<file path="src/rtl/tcb_lib_arbiter.sv">
// tcb_lib_arbiter: shares one TCB subordinate among MN managers.
// Grants are combinational. A stalled owner is held until its transfer
// completes, and a locked owner keeps exclusive access until it releases
// the lock. rsp_sel follows the select through the subordinate read delay.
module tcb_lib_arbiter #(
   parameter  int unsigned MN  = 2,
   localparam int unsigned ML  = (MN > 1) ? $clog2(MN) : 1,
   parameter  int unsigned DLY = 1,
   parameter  int unsigned RR  = 1
)(
   input  logic          clk,
   input  logic          rst,
   input  logic [MN-1:0] req,
   input  logic [MN-1:0] lck,
   input  logic          rdy,
   output logic [MN-1:0] gnt,
   output logic [ML-1:0] sel,
   output logic [ML-1:0] rsp_sel
);

   logic [ML-1:0] ptr_q, ptr_d;
   logic [ML-1:0] own_q, own_d;
   logic          hold_q, hold_d;
   logic          lock_q, lock_d;

   logic [ML-1:0] arb_idx;
   logic          arb_vld;
   logic [ML-1:0] gnt_idx;
   logic          gnt_vld;
   logic          trf;

   // Free arbitration: fixed priority from index 0, or round-robin from ptr_q.
   always_comb begin
      int unsigned   j;
      logic [ML-1:0] idx;
      j       = 0;
      idx     = '0;
      arb_vld = 1'b0;
      arb_idx = '0;
      for (int unsigned i = 0; i < MN; i++) begin
         j   = (RR != 0) ? (32'(ptr_q) + i) % MN : i;
         idx = ML'(j);
         if (!arb_vld && req[idx]) begin
            arb_vld = 1'b1;
            arb_idx = idx;
         end
      end
   end

   // Grant selection: lock beats hold beats free arbitration; reset masks all.
   always_comb begin
      gnt_idx = arb_idx;
      gnt_vld = arb_vld;
      if (lock_q) begin
         // A locked but idle owner still blocks everyone else.
         gnt_idx = own_q;
         gnt_vld = req[own_q];
      end else if (hold_q && req[own_q]) begin
         gnt_idx = own_q;
         gnt_vld = 1'b1;
      end
      if (rst) begin
         gnt_vld = 1'b0;
      end
      gnt = '0;
      if (gnt_vld) begin
         gnt[gnt_idx] = 1'b1;
      end
   end

   assign sel = gnt_vld ? gnt_idx : own_q;
   assign trf = |(gnt & req) & rdy;

   // Next state for pointer, owner, hold and lock.
   always_comb begin
      ptr_d  = ptr_q;
      own_d  = own_q;
      lock_d = lock_q;
      // Hold only survives a cycle where the owner is granted but stalled.
      hold_d = gnt_vld & ~rdy;
      if (gnt_vld) begin
         own_d = gnt_idx;
      end
      if (trf) begin
         lock_d = lck[gnt_idx];
         if (RR != 0) begin
            ptr_d = (32'(gnt_idx) == MN - 1) ? '0 : gnt_idx + 1'b1;
         end
      end
   end

   // Arbitration state registers.
   always_ff @(posedge clk) begin
      if (rst) begin
         ptr_q  <= '0;
         own_q  <= '0;
         hold_q <= 1'b0;
         lock_q <= 1'b0;
      end else begin
         ptr_q  <= ptr_d;
         own_q  <= own_d;
         hold_q <= hold_d;
         lock_q <= lock_d;
      end
   end

   if (DLY == 0) begin : g_nodly
      assign rsp_sel = sel;
   end else begin : g_dly
      logic [ML-1:0] rsp_q [DLY];

      // Stage 0 captures the select of each transfer; later stages age it.
      always_ff @(posedge clk) begin
         if (rst) begin
            for (int unsigned i = 0; i < DLY; i++) begin
               rsp_q[i] <= '0;
            end
         end else begin
            if (trf) begin
               rsp_q[0] <= sel;
            end
            for (int unsigned i = 1; i < DLY; i++) begin
               rsp_q[i] <= rsp_q[i-1];
            end
         end
      end

      assign rsp_sel = rsp_q[DLY-1];
   end

endmodule
</file>
<file path="config.mk">
export PLATFORM = sky130hd
export DESIGN_NAME = tcb_lib_arbiter
export DESIGN_NICKNAME = d
export VERILOG_FILES = /design/src/rtl/tcb_lib_arbiter.sv
export SDC_FILE = /design/constraint.sdc
export NUM_CORES = 1
export LEC_CHECK = 0
export BUFFER_PORTS_ARGS = -buffer_cell sky130_fd_sc_hd__buf_2
export CAP_MARGIN = 10
export CORE_AREA = 4 4 41 43
export CTS_CLUSTER_SIZE = 40
export DETAILED_ROUTE_END_ITERATION = 16
export DIE_AREA = 0 0 45 47
export PLACE_DENSITY_LB_ADDON = 0.15
export SLEW_MARGIN = 0
export SYNTH_ARGS = -nofsm -noshare
export SYNTH_HDL_FRONTEND = slang
export SYNTH_SLANG_ARGS = --single-unit
</file>
<file path="constraint.sdc">
create_clock -name clk -period 1.75 [get_ports clk]
set_input_delay 0.175 -clock clk [delete_from_list [all_inputs] [get_ports clk]]
set_output_delay 0.175 -clock clk [all_outputs]
set_load 0.05 [all_outputs]
</file>
---- Word-level counts from Yosys, hierarchy flattened ----
Memories as Yosys holds them, arrays and structs flattened.
Cells that the tools add are included.
storage, ports and cells
  memories kept ........................... 1
  bits of input ports ..................... 7
  bits in writable memories ............... 1
  register bits ........................... 4
  output and inout port bits .............. 4
  word-level logic and storage cells ...... 51
memories
  name         depth  bits a word  rd ports  clocked after Yosys merged registers in  wr ports  RTL line  text
  g_dly.rsp_q  1      1            1         0                                        1         110       logic [ML-1:0] rsp_q [DLY];
operators by class
  add/sub/neg operators ................... 2
  order comparisons ....................... 5
  mux-type cells .......................... 29
  bitwise gates (word level) .............. 4
  reduce and logical (&&, ||, !) cells .... 6
operators with widths
  cell                                                        count
  2-to-1 mux 1 bit                                            27
  less-than comparator 1 x 2 -> 1 bit, second input constant  4
  logical AND 1 bit                                           3
  adder 1 bit, second input constant                          2
  bitwise AND 1 bit                                           2
  bitwise AND 2 bit                                           1
  2-to-1 mux 2 bit                                            1
  OR reduction 2 bit                                          1
  demux 1 bit (select 1 bit)                                  1
  >= comparator 1 bit, second input constant                  1
  zero test 1 bit                                             1
  NOT 1 bit                                                   1
  OR reduction 1 bit                                          1

---- Depth between registers and ports, before layout ----
  depth in word-level cells ............... 21
  depth in mapped cells ................... 4
  gate-level depth less buffers ........... 4

---- Least setup slack after synthesis ----
No wires, ideal clock.
  path kind ............................... reg-to-output
  start ................................... register lock_q
  end ..................................... output gnt[0]
  path slack .............................. -93 ps
  cell stages (with the launch flop) ...... 4
  data arrival time ....................... 1,668 ps
  data required time ...................... 1,575 ps
  buffers on the path ..................... 0
  cell sequence ........................... dfxtp_1 or4b_1 o221a_2 nor2_1
on the way
  cells in the longest elaborated chain, start to end .. 6
  elaborated cells between the ends (all ways) .. 9
  those cells by class .................... order compare (2); mux (6); reduce/logical (1)
RTL lines
  element                                                                                           RTL line  text
  from (decl)                                                                                       24        logic lock_q, lock_d;
  from (signal assigned)                                                                            103       lock_q <= lock_d;
  2-to-1 mux 1 bit                                                                                  54        if (lock_q) begin
  less-than comparator 1 x 2 -> 1 bit (not written as such) or >= comparator 1 bit (tied branches)  67        gnt[gnt_idx] = 1'b1;
  logical AND 1 bit (not written as such)                                                           67
  2-to-1 mux 1 bit (not written as such)                                                            67
  demux 1 bit (select 1 bit)                                                                        67
  2-to-1 mux 2 bit (*)                                                                              66        if (gnt_vld) begin
  to (decl)                                                                                         16        output logic [MN-1:0] gnt,
Every way passes the cells marked *; elsewhere a longest branch is shown, timed or not.

---- Worst setup path after layout ----
  start ................................... register hold_q
  end ..................................... output sel
on the way
  cells in the longest elaborated chain, start to end .. 5
  elaborated cells between the ends (all ways) .. 7
  those cells by class .................... mux (6); reduce/logical (1)
RTL lines
  element                 RTL line  text
  from (decl)             23        logic hold_q, hold_d;
  from (signal assigned)  102       hold_q <= hold_d;
  logical AND 1 bit (*)   58        end else if (hold_q && req[own_q]) begin
  2-to-1 mux 1 bit        58
  2-to-1 mux 1 bit        54
  2-to-1 mux 1 bit        62        if (rst) begin
  2-to-1 mux 1 bit (*)    n/a
  to (decl)               17        output logic [ML-1:0] sel,
Marked as above.

==> results.cfg <==
[sta]
final.setup_skew_ps = 0.6153
fmax_ghz = 0.5910
final_max_slew_viol_count = 0
layout_min_cycle_time_ps = 1692
whs_ps = 124.5
fin_crit_sh = 0.9669
worst_pin_slew_ps = 306.9
rsz0062_at_grt = no
maxSlewHeadroom = 0.7954
setup_slack_ps = 58.01
fin_tns_setup_ps = 0
finalHoldViolations = 0
final-setup-viol-count = 0

[cells_and_area]
final_area_sq_um = 389.1
final_cell_count_no_fill = 57
final_nets = 50
num_antenna_cells = 0
drive_gt1_frac = 0.5000
nFillCells = 159
regArea_sq_um = 115.1
syn_to_final_growth_pct = 52.45
multi_input_area_sq_um = 148.9

[detailed_routing]
firstDrtPassIters = 2
ant_nets = 0
vias_per_cell = 4.263
wl_microns = 561
drt_iter0_drc = 3
vias = 243
wire_per_inst_microns = 9.842
drc = 0

[synth]
synth_ff_type = dfxtp_1
ys_async_sr_fraction = 0
synth-edff-count = 1
synth.area.mux_share = 0.07843
yosys.area.top_type = dfxtp_1
ys_ff_latch = 5
yosysWarnings = 0
synth_top_family_by_area = simple AND/OR/NAND/NOR gates
ys_seq_area_frac = 0.4314
synth-simple-area-share = 0.2353
netlist_area_sq_um = 255.2
syn_nets = 34
synth_common_cells = dfxtp_1 (4), nor2_1 (4), a21oi_1 (3)
synth_top_area_frac = 0.3137
syn_inst = 27
ys_types = 16
yosys-top-cells-area = dfxtp_1 (31%), edfxtp_1 (12%), mux2i_1 (7.8%)
synthAdderAreaFrac = 0
synth_compound_area_frac = 0.2255
synth.avg_cell_area_sq_um = 9.454
synth_xor_area_frac = 0

[critical_path]
worstPathArrival_ps = 1520
r2r_slack_ps = 160
required_ps = 1570
timing.rr.start = hold_q
worstRegToRegCells = 5
reg2reg_to = lock_q
crit_type = flip-flop to output pin
crit_path_end_kind = output pin
path_max_fanout = 4
worstSetupStartpointType = flip-flop

[place]
hpwl_microns = 459.9
pre_cts_slack_ps = 178.8
dp.cells = 52
port_buffers = 10
place_area_sq_um = 326.6
gp_congestion = 0.7128

[die]
initial_core_util = 0.1962
die_w_microns = 45
core-area_sq_um = 1301
io_pins = 11
dieArea_sq_um = 2115
row_count = 13
die_y_microns = 47

[pwr]
seqPwrFrac = 0.362
internal-power_w = 0.0002594
p_clk_frac = 0.345
combinationalPowerShare = 0.293
ir_worst_vdd_mv = 0.4219
power_switching_w = 0.0001133
p_leak_nw = 0.1821
p_sw_frac = 0.3040
p_per_area_nw_per_um2 = 957.8

[global_routing]
antenna_found_initial = 0
grt_max_degree = 7
grt_pass1_wl_microns = 1035
gr-total-overflow = 0
grt_pass1_vias = 249
grt.total_usage = 0.07194

[outcome]
outcome = completed

[clock_network]
cts_hold_buf = 0
cts_buffers = 3
tritoncts = built
clk_pin_slew_ps = 40
cts.sinks = 5
insertion_delay_ps = 230
cts-root-buf = clkbuf_4
htree_levels = 1
cts_max_path_buffers = 2

[job]
max-cap-violations = 0

[worst_hold_path]
hold_path.class = input pin to flip-flop
hold_end = hold_q
hold_depth = 2
min_from = rdy
-- worst max-delay path, cell delays in order (launching register included) --
cell	delay, ps
dfxtp_1	310
or4b_1	530
o221a_4	150
nand2b_4	80
nand2_1	60
buf_6	150
-- worst max path at each step --
stage               cells after the start    from     end  slack [ps]
floorplan                               3  lock_q  gnt[0]         130
global placement                        5  lock_q     sel         200
detailed placement                      5  lock_q     sel         180
CTS                                     5  lock_q  gnt[1]         0.9
global route                            5  hold_q     sel         0.6
finish                                  5  hold_q     sel          60
-- routing by layer --
metal | vias to the layer above | part of all wire | GRT usage
li1 | 131 | - | -
met1 | 102 | 0.46 | 0.09339
met2 | 8 | 0.43 | 0.08757
met3 | 2 | 0.096 | 0.02682
met4 | 0 | 0.0089 | 0.07018
met5 | - | 0 | 0
-- timing repair --
action,4_1_cts,5_1_grt
resized for setup,6,3
buffers inserted,1,0
hold endpoints to repair,0,0
setup endpoints to repair,3,3
pin swaps,0,1
-- state kept, by name, indices dropped and copies added (netlist names) --
signal       cells
g_dly.rsp_q      1
hold_q           1
lock_q           1
own_q            1
ptr_q            1
-- area by class of cell --
class	count	area share
clock buffers	4	0.06752
inverters	2	0.01929
multi-input cells	20	0.3826
flip-flops and latches	5	0.2958
well taps	15	0.04823
repair buffers	11	0.1865
-- through the flow --
stage | total power (W) | utilization
after detailed placement | 0.0002292 | 0.2510
final | 0.0003727 | 0.2990
after CTS | 0.0003799 | 0.2933
after global routing | 0.0003977 | 0.2990
after floorplan | 0.0002043 | -
after global placement | 0.0002292 | 0.2510
-- cell usage in the layout (no fill, tap or decap), drive strengths merged --
cell     n
a211oi   1
o221a    1
a221oi   1
or2      1
buf     11
clkbuf   4
a211o    1
dfxtp    4
a21oi    3
inv      2
or4b     1
nand2    2
nand2b   1
o21ai    1
mux2i    2
nor3b    1
edfxtp   1
nor2     4
-- cells by family after synthesis --
family	Yosys count
compound gates	8
buf+inv	2
mux	2
flops	5
simple gates	10
-- power by group through the flow --
stage | combinational, W | sequential, W | clock (W)
4_1_cts | 0.000109 | 0.000135 | 0.000136
6_report | 0.000109 | 0.000135 | 0.000129
3_3_place_gp | 0.0000938 | 0.000135 | 0
5_1_grt | 0.000120 | 0.000136 | 0.000142
3_5_place_dp | 0.0000932 | 0.000136 | 0
2_1_floorplan | 0.0000641 | 0.000140 | 0
(Power assumes the default switching activity.)
